===== config.mk =====
export PLATFORM = sky130hd
export DESIGN_NAME = segment_capture_sequencer
export DESIGN_NICKNAME = d
export VERILOG_FILES = /design/src/rtl/segment_capture_sequencer.sv
export SDC_FILE = /design/constraint.sdc
export NUM_CORES = 1
export LEC_CHECK = 0
export CAP_MARGIN = 5
export CORE_MARGIN = 4
export CORE_UTILIZATION = 40
export DETAILED_ROUTE_END_ITERATION = 10
export HOLD_SLACK_MARGIN = 0.12
export SYNTH_ARGS = -nofsm -noshare
export SYNTH_HDL_FRONTEND = slang
export SYNTH_SLANG_ARGS = --single-unit

===== constraint.sdc =====
create_clock -name adc_clk -period 11.9 [get_ports adc_clk]
set_clock_uncertainty 0.1 [all_clocks]
set_input_delay 2.38 -clock adc_clk [delete_from_list [all_inputs] [get_ports adc_clk]]
set_output_delay 2.38 -clock adc_clk [all_outputs]
set_load 0.01 [all_outputs]

===== src/rtl/segment_capture_sequencer.sv =====
// segment_capture_sequencer
// Sequences multi-segment ADC captures around the trigger unit, all on adc_clk.
// Arms the trigger unit, counts samples per segment and drives the sample-FIFO
// write enable. Later segments start on a new trigger pulse or on a fixed
// start-to-start period. Completion, segment count and FIFO overflow are
// reported to the register block.
// Optional build macro: SEQ_TIMEOUT_EN adds trig_timeout_i / timeout_o and a
// trigger wait counter; without it the block waits for triggers indefinitely.
module segment_capture_sequencer #(
  parameter int SAMPLE_W = 20,
  parameter int SEG_W    = 16,
  parameter int CYC_W    = 20
) (
  input  logic                adc_clk,
  input  logic                reset_n,
  input  logic                arm_i,
  input  logic                abort_i,
  input  logic                capture_go_i,
  input  logic                seg_timed_i,
  input  logic [SEG_W-1:0]    num_segments_i,
  input  logic [SAMPLE_W-1:0] segment_samples_i,
  input  logic [CYC_W-1:0]    segment_cycles_i,
  input  logic                fifo_full_i,
`ifdef SEQ_TIMEOUT_EN
  input  logic [31:0]         trig_timeout_i,
  output logic                timeout_o,
`endif
  output logic                trig_arm_o,
  output logic                sample_en_o,
  output logic                segment_start_o,
  output logic [SEG_W-1:0]    seg_count_o,
  output logic                capture_done_o,
  output logic                busy_o,
  output logic                overflow_o,
  output logic [2:0]          state_o
);

  localparam int CMP_W = (SAMPLE_W > CYC_W) ? SAMPLE_W : CYC_W;

  typedef enum logic [2:0] {
    ST_IDLE    = 3'd0,
    ST_ARMED   = 3'd1,
    ST_CAPTURE = 3'd2,
    ST_GAP     = 3'd3,
    ST_DONE    = 3'd4
  } state_t;

  state_t r_state;
  state_t w_next_state;

  // Configuration captured when a sequence starts
  logic                r_timed;
  logic [SEG_W-1:0]    r_num_seg;
  logic [SAMPLE_W-1:0] r_seg_samples;
  logic [CYC_W-1:0]    r_seg_cycles;

  logic                r_arm_dly;
  logic [SAMPLE_W-1:0] r_samp_cnt;
  logic [CYC_W-1:0]    r_cyc_cnt;
  logic [SEG_W-1:0]    r_seg_count;
  logic                r_overflow;

  logic                w_arm_rise;
  logic                w_stop;
  logic                w_start_seq;
  logic                w_in_capture;
  logic                w_sample_ok;
  logic                w_overflow;
  logic                w_last_sample;
  logic                w_seg_done;
  logic                w_seq_done;
  logic                w_back_to_back;
  logic                w_period_hit;
  logic                w_start_seg;
  logic                w_timeout_hit;
  logic [SEG_W-1:0]    w_seg_count_inc;

  assign w_arm_rise      = arm_i & ~r_arm_dly;
  // Dropping arm and abort both end an active sequence; abort beats everything
  assign w_stop          = abort_i | ~arm_i;
  assign w_start_seq     = (r_state == ST_IDLE) & w_arm_rise & ~abort_i;
  assign w_in_capture    = (r_state == ST_CAPTURE);
  assign w_sample_ok     = w_in_capture & ~fifo_full_i & ~w_stop;
  // A full FIFO on a sample cycle wins over the last-sample bookkeeping
  assign w_overflow      = w_in_capture & fifo_full_i & ~w_stop;
  assign w_last_sample   = w_in_capture & (r_samp_cnt == r_seg_samples - SAMPLE_W'(1));
  assign w_seg_done      = w_last_sample & ~fifo_full_i & ~w_stop;
  assign w_seg_count_inc = r_seg_count + SEG_W'(1);
  assign w_seq_done      = w_seg_done & (w_seg_count_inc == r_num_seg);
  // Period no longer than a segment: next segment follows with no idle cycle
  assign w_back_to_back  = CMP_W'(r_seg_cycles) <= CMP_W'(r_seg_samples);
  // Next cycle's cyc_cnt would equal the period -> that cycle is the next first sample
  assign w_period_hit    = ({1'b0, r_cyc_cnt} + (CYC_W+1)'(1)) >= {1'b0, r_seg_cycles};
  assign w_start_seg     = (w_next_state == ST_CAPTURE) & (~w_in_capture | w_seg_done);

  // State register
  // NOTE: sequential state uses non-blocking (<=) so every flop samples pre-edge values.
  always_ff @(posedge adc_clk or negedge reset_n) begin
    if (!reset_n) begin
      r_state <= ST_IDLE;
    end else begin
      r_state <= w_next_state;
    end
  end

  // Next-state decode
  always_comb begin
    // NOTE: default assignment first so no path leaves w_next_state unassigned (no latch).
    w_next_state = r_state;
    case (r_state)
      ST_IDLE: begin
        if (w_start_seq) w_next_state = ST_ARMED;
      end
      ST_ARMED: begin
        if (w_stop)             w_next_state = ST_IDLE;
        else if (capture_go_i)  w_next_state = ST_CAPTURE;
        else if (w_timeout_hit) w_next_state = ST_DONE;
      end
      ST_CAPTURE: begin
        if (w_stop)                         w_next_state = ST_IDLE;
        else if (w_overflow)                w_next_state = ST_DONE;
        else if (w_seg_done) begin
          if (w_seq_done)                   w_next_state = ST_DONE;
          else if (r_timed & w_back_to_back) w_next_state = ST_CAPTURE;
          else                              w_next_state = ST_GAP;
        end
      end
      ST_GAP: begin
        if (w_stop)                         w_next_state = ST_IDLE;
        else if (r_timed) begin
          if (w_period_hit)                 w_next_state = ST_CAPTURE;
        end
        else if (capture_go_i)              w_next_state = ST_CAPTURE;
        else if (w_timeout_hit)             w_next_state = ST_DONE;
      end
      ST_DONE: begin
        if (!arm_i) w_next_state = ST_IDLE;
      end
      default: w_next_state = ST_IDLE;
    endcase
  end

  // Output decode from the registered state and this cycle's qualifiers
  always_comb begin
    trig_arm_o      = (r_state == ST_ARMED) | (r_state == ST_CAPTURE) | (r_state == ST_GAP);
    sample_en_o     = w_sample_ok;
    segment_start_o = w_sample_ok & (r_samp_cnt == '0);
    capture_done_o  = (r_state == ST_DONE);
    busy_o          = (r_state != ST_IDLE);
    state_o         = r_state;
    seg_count_o     = r_seg_count;
    overflow_o      = r_overflow;
  end

  // Latch configuration and clear status on the arm rising edge
  always_ff @(posedge adc_clk or negedge reset_n) begin
    if (!reset_n) begin
      r_arm_dly     <= 1'b0;
      r_timed       <= 1'b0;
      r_num_seg     <= '0;
      r_seg_samples <= '0;
      r_seg_cycles  <= '0;
      r_seg_count   <= '0;
      r_overflow    <= 1'b0;
    end else begin
      r_arm_dly <= arm_i;
      if (w_start_seq) begin
        r_timed       <= seg_timed_i;
        r_num_seg     <= (num_segments_i == '0) ? SEG_W'(1) : num_segments_i;
        r_seg_samples <= (segment_samples_i == '0) ? SAMPLE_W'(1) : segment_samples_i;
        r_seg_cycles  <= segment_cycles_i;
        r_seg_count   <= '0;
        r_overflow    <= 1'b0;
      end else begin
        if (w_seg_done) r_seg_count <= w_seg_count_inc;
        if (w_overflow) r_overflow  <= 1'b1;
      end
    end
  end

  // Sample counter within a segment and saturating start-to-start cycle counter
  always_ff @(posedge adc_clk or negedge reset_n) begin
    if (!reset_n) begin
      r_samp_cnt <= '0;
      r_cyc_cnt  <= '0;
    end else if (w_start_seg) begin
      r_samp_cnt <= '0;
      r_cyc_cnt  <= '0;
    end else begin
      if (w_in_capture) r_samp_cnt <= r_samp_cnt + SAMPLE_W'(1);
      if ((w_in_capture | (r_state == ST_GAP)) & ~(&r_cyc_cnt))
        r_cyc_cnt <= r_cyc_cnt + CYC_W'(1);
    end
  end

`ifdef SEQ_TIMEOUT_EN
  logic [31:0] r_timeout_lim;
  logic [31:0] r_wait_cnt;
  logic        r_timeout;
  logic        w_waiting;

  // Waiting for a trigger: ARMED, or GAP when segments are trigger-started
  assign w_waiting     = (r_state == ST_ARMED) | ((r_state == ST_GAP) & ~r_timed);
  assign w_timeout_hit = w_waiting & (r_timeout_lim != '0) & (r_wait_cnt == r_timeout_lim);
  assign timeout_o     = r_timeout;

  // Trigger wait counter and sticky timeout flag
  always_ff @(posedge adc_clk or negedge reset_n) begin
    if (!reset_n) begin
      r_timeout_lim <= '0;
      r_wait_cnt    <= '0;
      r_timeout     <= 1'b0;
    end else begin
      if (w_start_seq) begin
        r_timeout_lim <= trig_timeout_i;
        r_timeout     <= 1'b0;
      end else if (w_timeout_hit & ~w_stop & ~capture_go_i) begin
        r_timeout <= 1'b1;
      end
      if (!w_waiting || capture_go_i) r_wait_cnt <= '0;
      else if (~(&r_wait_cnt))        r_wait_cnt <= r_wait_cnt + 32'd1;
    end
  end
`else
  assign w_timeout_hit = 1'b0;
`endif

endmodule


=== After elaboration in Yosys (flattened, before gate mapping) ===
Index checks and enable logic that the tools add are counted.

* Bits in registers: 118
* Bits of input ports: 63
* Word-level logic and storage cells: 84

* $add $sub $neg: 5
* Magnitude comparators: 2
* Eq/ne operators: 7
* Mux-type cells: 23
* Bitwise logic cells: 27
* Reductions and logical operators: 10

{| class="wikitable"
|+ Operator list
! cell !! number
|-
| 20-bit two-way mux || 5
|-
| 16-bit two-way mux || 3
|-
| 20-bit by 1-bit adder with 20-bit output, second input constant || 2
|-
| 20-bit logical NOT || 2
|-
| 3-bit two-way mux || 11
|-
| 20-bit by 1-bit adder with 21-bit output, second input constant || 1
|-
| 21-bit by 20-bit >= comparator with 1-bit output || 1
|-
| 20-bit == test || 1
|-
| 20-bit <= comparator || 1
|-
| 20-bit AND reduction || 1
|-
| 20-bit by 1-bit subtractor with 20-bit output, second input constant || 1
|-
| 16-bit by 1-bit adder with 16-bit output, second input constant || 1
|-
| 16-bit == test || 1
|-
| 16-bit logical NOT || 1
|-
| 1-bit AND || 15
|-
| 3-bit case mux with 5 select lines || 1
|-
| 3-bit by 2-bit == test with 1-bit output, second input constant || 3
|-
| 2-bit nonzero test || 4
|-
| 1-bit inverter || 7
|-
| 1-bit OR || 5
|-
| 3-bit by 1-bit == test with 1-bit output, second input constant || 1
|-
| 3-bit == test, second input constant || 1
|-
| 3-bit logical NOT || 1
|-
| 1-bit two-way mux || 3
|-
| 3-bit nonzero test || 1
|}

=== Logic depth before layout (Yosys ltp) ===
* Depth after elaboration: 14
* Gate-level depth with buffers: 18
* Mapped depth without buffers: 16

=== Worst setup path after synthesis ===
Ideal clock, no wire load.

* Kind: input to output
* Start: input port abort_i
* End: output port segment_start_o
* Arrival: 3.226 ns
* Data required time: 9.420 ns
* Path slack: 6.194 ns
* Stages: 4
* Path buffers: 0
* Cell sequence: nand2b_1 -> nor3_1 -> nand2b_1 -> nor3_1

* Cells in the longest elaborated chain, start to end: 4

{| class="wikitable"
|+ RTL lines
! item !! line !! RTL
|-
| from (decl) || 17 || <nowiki>input logic abort_i,</nowiki>
|-
| 1-bit OR || 80 || <nowiki>assign w_stop = abort_i | ~arm_i;</nowiki>
|-
| 1-bit inverter || 83 || <nowiki>assign w_sample_ok = w_in_capture & ~fifo_full_i & ~w_stop;</nowiki>
|-
| 1-bit AND || 83 ||
|-
| 1-bit AND || 147 || <nowiki>segment_start_o = w_sample_ok & (r_samp_cnt == '0);</nowiki>
|-
| to (decl) || 30 || <nowiki>output logic segment_start_o,</nowiki>
|}

Every way passes these cells.

=== Final worst setup path ===
* Start: input port arm_i
* End: output port segment_start_o

* Cells in the longest elaborated chain, start to end: 5

{| class="wikitable"
|+ RTL lines
! item !! line !! RTL
|-
| from (decl) || 16 || <nowiki>input logic arm_i,</nowiki>
|-
| 1-bit inverter || 80 ||
|-
| 1-bit OR || 80 ||
|-
| 1-bit inverter || 83 ||
|-
| 1-bit AND || 83 ||
|-
| 1-bit AND || 147 ||
|}

Every way passes these cells.

==> summary.txt <==
Synthesis
  – Top post-synthesis cells by area: dfrtp_1, ha_1, xor2_1
  – Synth Cell Area: approximately 7900 um2
  – Synth Warn #: 0
  – Largest area contributor in the netlist: dfrtp_1
  – Synth Area in Adders: between 7 and 8%
  – XOR/XNOR Fraction of Synth Area: 11.3%
  – Sequential area share after synthesis: a little under two fifths
  – Simple-Gate Fraction of Synth Area: a little over a fifth
  – Synth Net Count: 1002
  – Seq cells post-synth: 118
  – Synthesized area per cell: around 8.8 um2
  – Mux contribution to synthesized area: less than 1%
  – Synth unique cells: 65
  – Synth Instances: 894
  – Synth Area in Compound Gates: between 10% and 20%
  – Share of the synthesized area in the top cell type: around 37%
  – Async set or reset register ratio after synthesis: 100%
  – Main combinational cell family by area after synthesis: simple AND/OR/NAND/NOR gates
  – Number of synthesized flops with an enable pin: 0
  – Top_reg_cell synth: dfrtp_1

Pwr
  – Sw Ratio: between 30% and 40%
  – Internal power: approximately 1.1 mW
  – Sequential Power Share: a little under two fifths
  – Gate power share: 28.8%
  – Cell Pwr Density: 176 nW/um2
  – Pwr Total: 1.69 mW
  – Net Sw Power: around 0.58 mW
  – Static leakage: about 4.0 nW
  – Maximum VDD drop: 0.0000877 V
  – Clk pwr share: 34.1%

Finish
  – Commonest cells after routing, fill and taps aside: nand2_1, dfrtp_1, clkdlybuf4s50_1
  – Final non-filler cell total: approximately 1200
  – Most common cell after layout, fill and taps aside: nand2_1
  – Multi-input gate area: around 4500 um2
  – Utilization after layout: between 40 and 50%
  – Post-route cell area: approximately 9600 um2
  – Filler cells: between 1500 and 2000
  – Seq. cell area: 2950 um2
  – Layout cells sized above 1: about a tenth
  – ANT cells: 0
  – Area grow syn2layout: 21.5%
  – Fin nets: roughly 1100

STA
  – RSZ-0062 raised after global routing: false
  – Max-slew violations: 0
  – Final setup fails: 0
  – Final Hold Viols: 0
  – Actual slew at the worst max-slew pin: 1.21 ns
  – Setup tns final: 0 ns
  – Period utilization: between 50% and 60%
  – Tmin final: a little under 7 ns
  – FMAX: 144 MHz
  – Slew headroom: between 10% and 20%

Global route
  – Met3 GRT Util: between 4 and 5%
  – Grt met1 use: between 20% and 30%
  – Largest net degree at the start of global routing: between 80 and 90
  – Vias in the first global route: between 6000 and 7000
  – Gr busiest metal: met2
  – Met2 GRT Util: ~30%
  – Gr ovfl total: 0
  – Initial antenna violation count: 0
  – First-pass GRT wire length: around 34000 um
  – GRT Total Usage: about a fifth

Detailed routing
  – Final antenna-violating net count: 0
  – Drt first pass iters: 6
  – Routed WL: roughly 21000 um
  – Remaining DRCs: 0
  – Avg Vias per Cell: ~5.3
  – Via Count: between 6000 and 7000
  – Routed WL per cell: approximately 17 um
  – Iter 0 DRT Violations: roughly 400

Die
  – # IOs: between 80 and 90
  – Die area: around 22000 um2
  – Row count: about 50
  – Die extent in x: about 150 um
  – Core area: approximately 19000 um2
  – Initial core utilization: about two fifths
  – Die span in y: about 150 um

CTS
  – Clock Sinks: 118
  – CTS tree: yes
  – Clk_lat worst skew: approximately 0.42 ns
  – Post_cts resized: 0
  – Hold-fix buffer count after cts: 0
  – Root Buffer Master: clkbuf_16
  – Clk pin slew, worst setup/hold paths: roughly 0.06 ns
  – CTS Buf Count: 17
  – Post-CTS setup buffers: 0
  – H-tree levels: 4
  – Max clock buf depth: 2

Hold path
  – Hold/Removal Path Class: flip-flop to flip-flop

Placed design
  – Dpl hpwl: roughly 15000 um
  – Cells after DPL: between 1000 and 1500
  – Final GP Congestion: ~0.85
  – Placed Area: 8930 um2
  – # port buffers: just under 90

Flow run
  – # Max-Cap Violations: 0

Outcome
  – Status: complete, no violations

Critical path
  – Critical path class: input port to output pin
  – Req. time, crit path: 9.42 ns
  – Worst Path Max Fanout: 3
  – Worst Path Arrival: 4.46 ns
  – Startpoint type of the worst setup path: input port
  – CP endpoint kind: output pin
power groups by stage:
stage | Clock [mW] | Sequential, mW | Combinational, mW
after floorplan | 0 | 0.576 | 0.393
after global placement | 0 | 0.630 | 0.477
after detailed placement | 0 | 0.631 | 0.488
after CTS | 0.587 | 0.625 | 0.494
after global routing | 0.606 | 0.643 | 0.559
final | 0.577 | 0.627 | 0.488
cell families after synthesis:
family,after synthesis
and+or+nand+nor,330
AOI/OAI and AO/OA,196
DFF,118
xor gates and xnor gates,102
buffers and inverters,99
adders and majority gates,45
muxes,4
sequential cells by signal, summed over array words and instances, names as in the netlist:
signal         flops
overflow_o         1
seg_count_o       16
r_timed            1
r_num_seg         16
r_cyc_cnt         20
state_o            3
r_arm_dly          1
r_seg_cycles      20
r_seg_samples     20
r_samp_cnt        20
synthesized netlist by cell type (7+ instances only):
cell type and count:
a21o_1 8, a21oi_1 27, a21oi_2 39, a31oi_1 7
and3_1 12, and4_1 10, buf_2 8, clkbuf_1 27
dfrtp_1 118, ha_1 45, inv_1 49, nand2_1 130
nand2b_1 13, nand3_1 37, nand4_1 19, nor2_1 27
nor2b_1 10, nor3_1 17, nor4_1 19, o21ai_0 61
o21ai_1 9, o31ai_1 7, or3_1 8, or4_1 7
xnor2_1 42, xor2_1 60
worst paths after layout:
kind / from / endpoint / slack, ns / cells past startpoint
max: arm_i / segment_start_o / 4.96 / 6
min: r_num_seg[14]$_DFFE_PN0P_ / r_num_seg[14]$_DFFE_PN0P_ / 0.40 / 2
max reg2reg: r_cyc_cnt[0]$_DFFE_PN0P_ / r_samp_cnt[12]$_DFFE_PN0P_ / 6.76 / 16
min reg2reg: r_num_seg[14]$_DFFE_PN0P_ / r_num_seg[14]$_DFFE_PN0P_ / 0.40 / 2
max in group asynchronous: reset_n / r_samp_cnt[18]$_DFFE_PN0P_ / 8.46 / 2
min in group asynchronous: reset_n / seg_count_o[9]$_DFFE_PN0P_ / 1.86 / 1
metrics by stage:
stage	setup WS [ns]	hold slack, ns
3_3_place_gp	4.95	0.381
5_1_grt	4.82	0.423
3_5_place_dp	4.87	0.385
4_1_cts	4.95	0.400
6_report	4.96	0.397
2_1_floorplan	6.19	0.365
critical path, stage by stage:
cell and delay (ns):
clkdlybuf4s50_1 0.50, nand2b_1 0.08, nor3_1 0.31, nand2b_1 0.26
nor3_1 0.33, clkdlybuf4s50_1 0.59
metal layers:
metal,share of wire [%],routed length (um)
met2,45,9250
met5,0,0
met3,4.2,875
met4,2.5,511
met1,49,10100
area by class of cell:
class | count | share of cell area (%)
multi-input combinational | 677 | 47.0
tap | 265 | 3.46
clock inverter | 15 | 2.35
clock buffer | 17 | 4.44
timing repair buffer | 98 | 9.92
sequential | 118 | 30.8
inverter | 50 | 1.96
No activity file was read; power rests on OpenSTA's default activity.
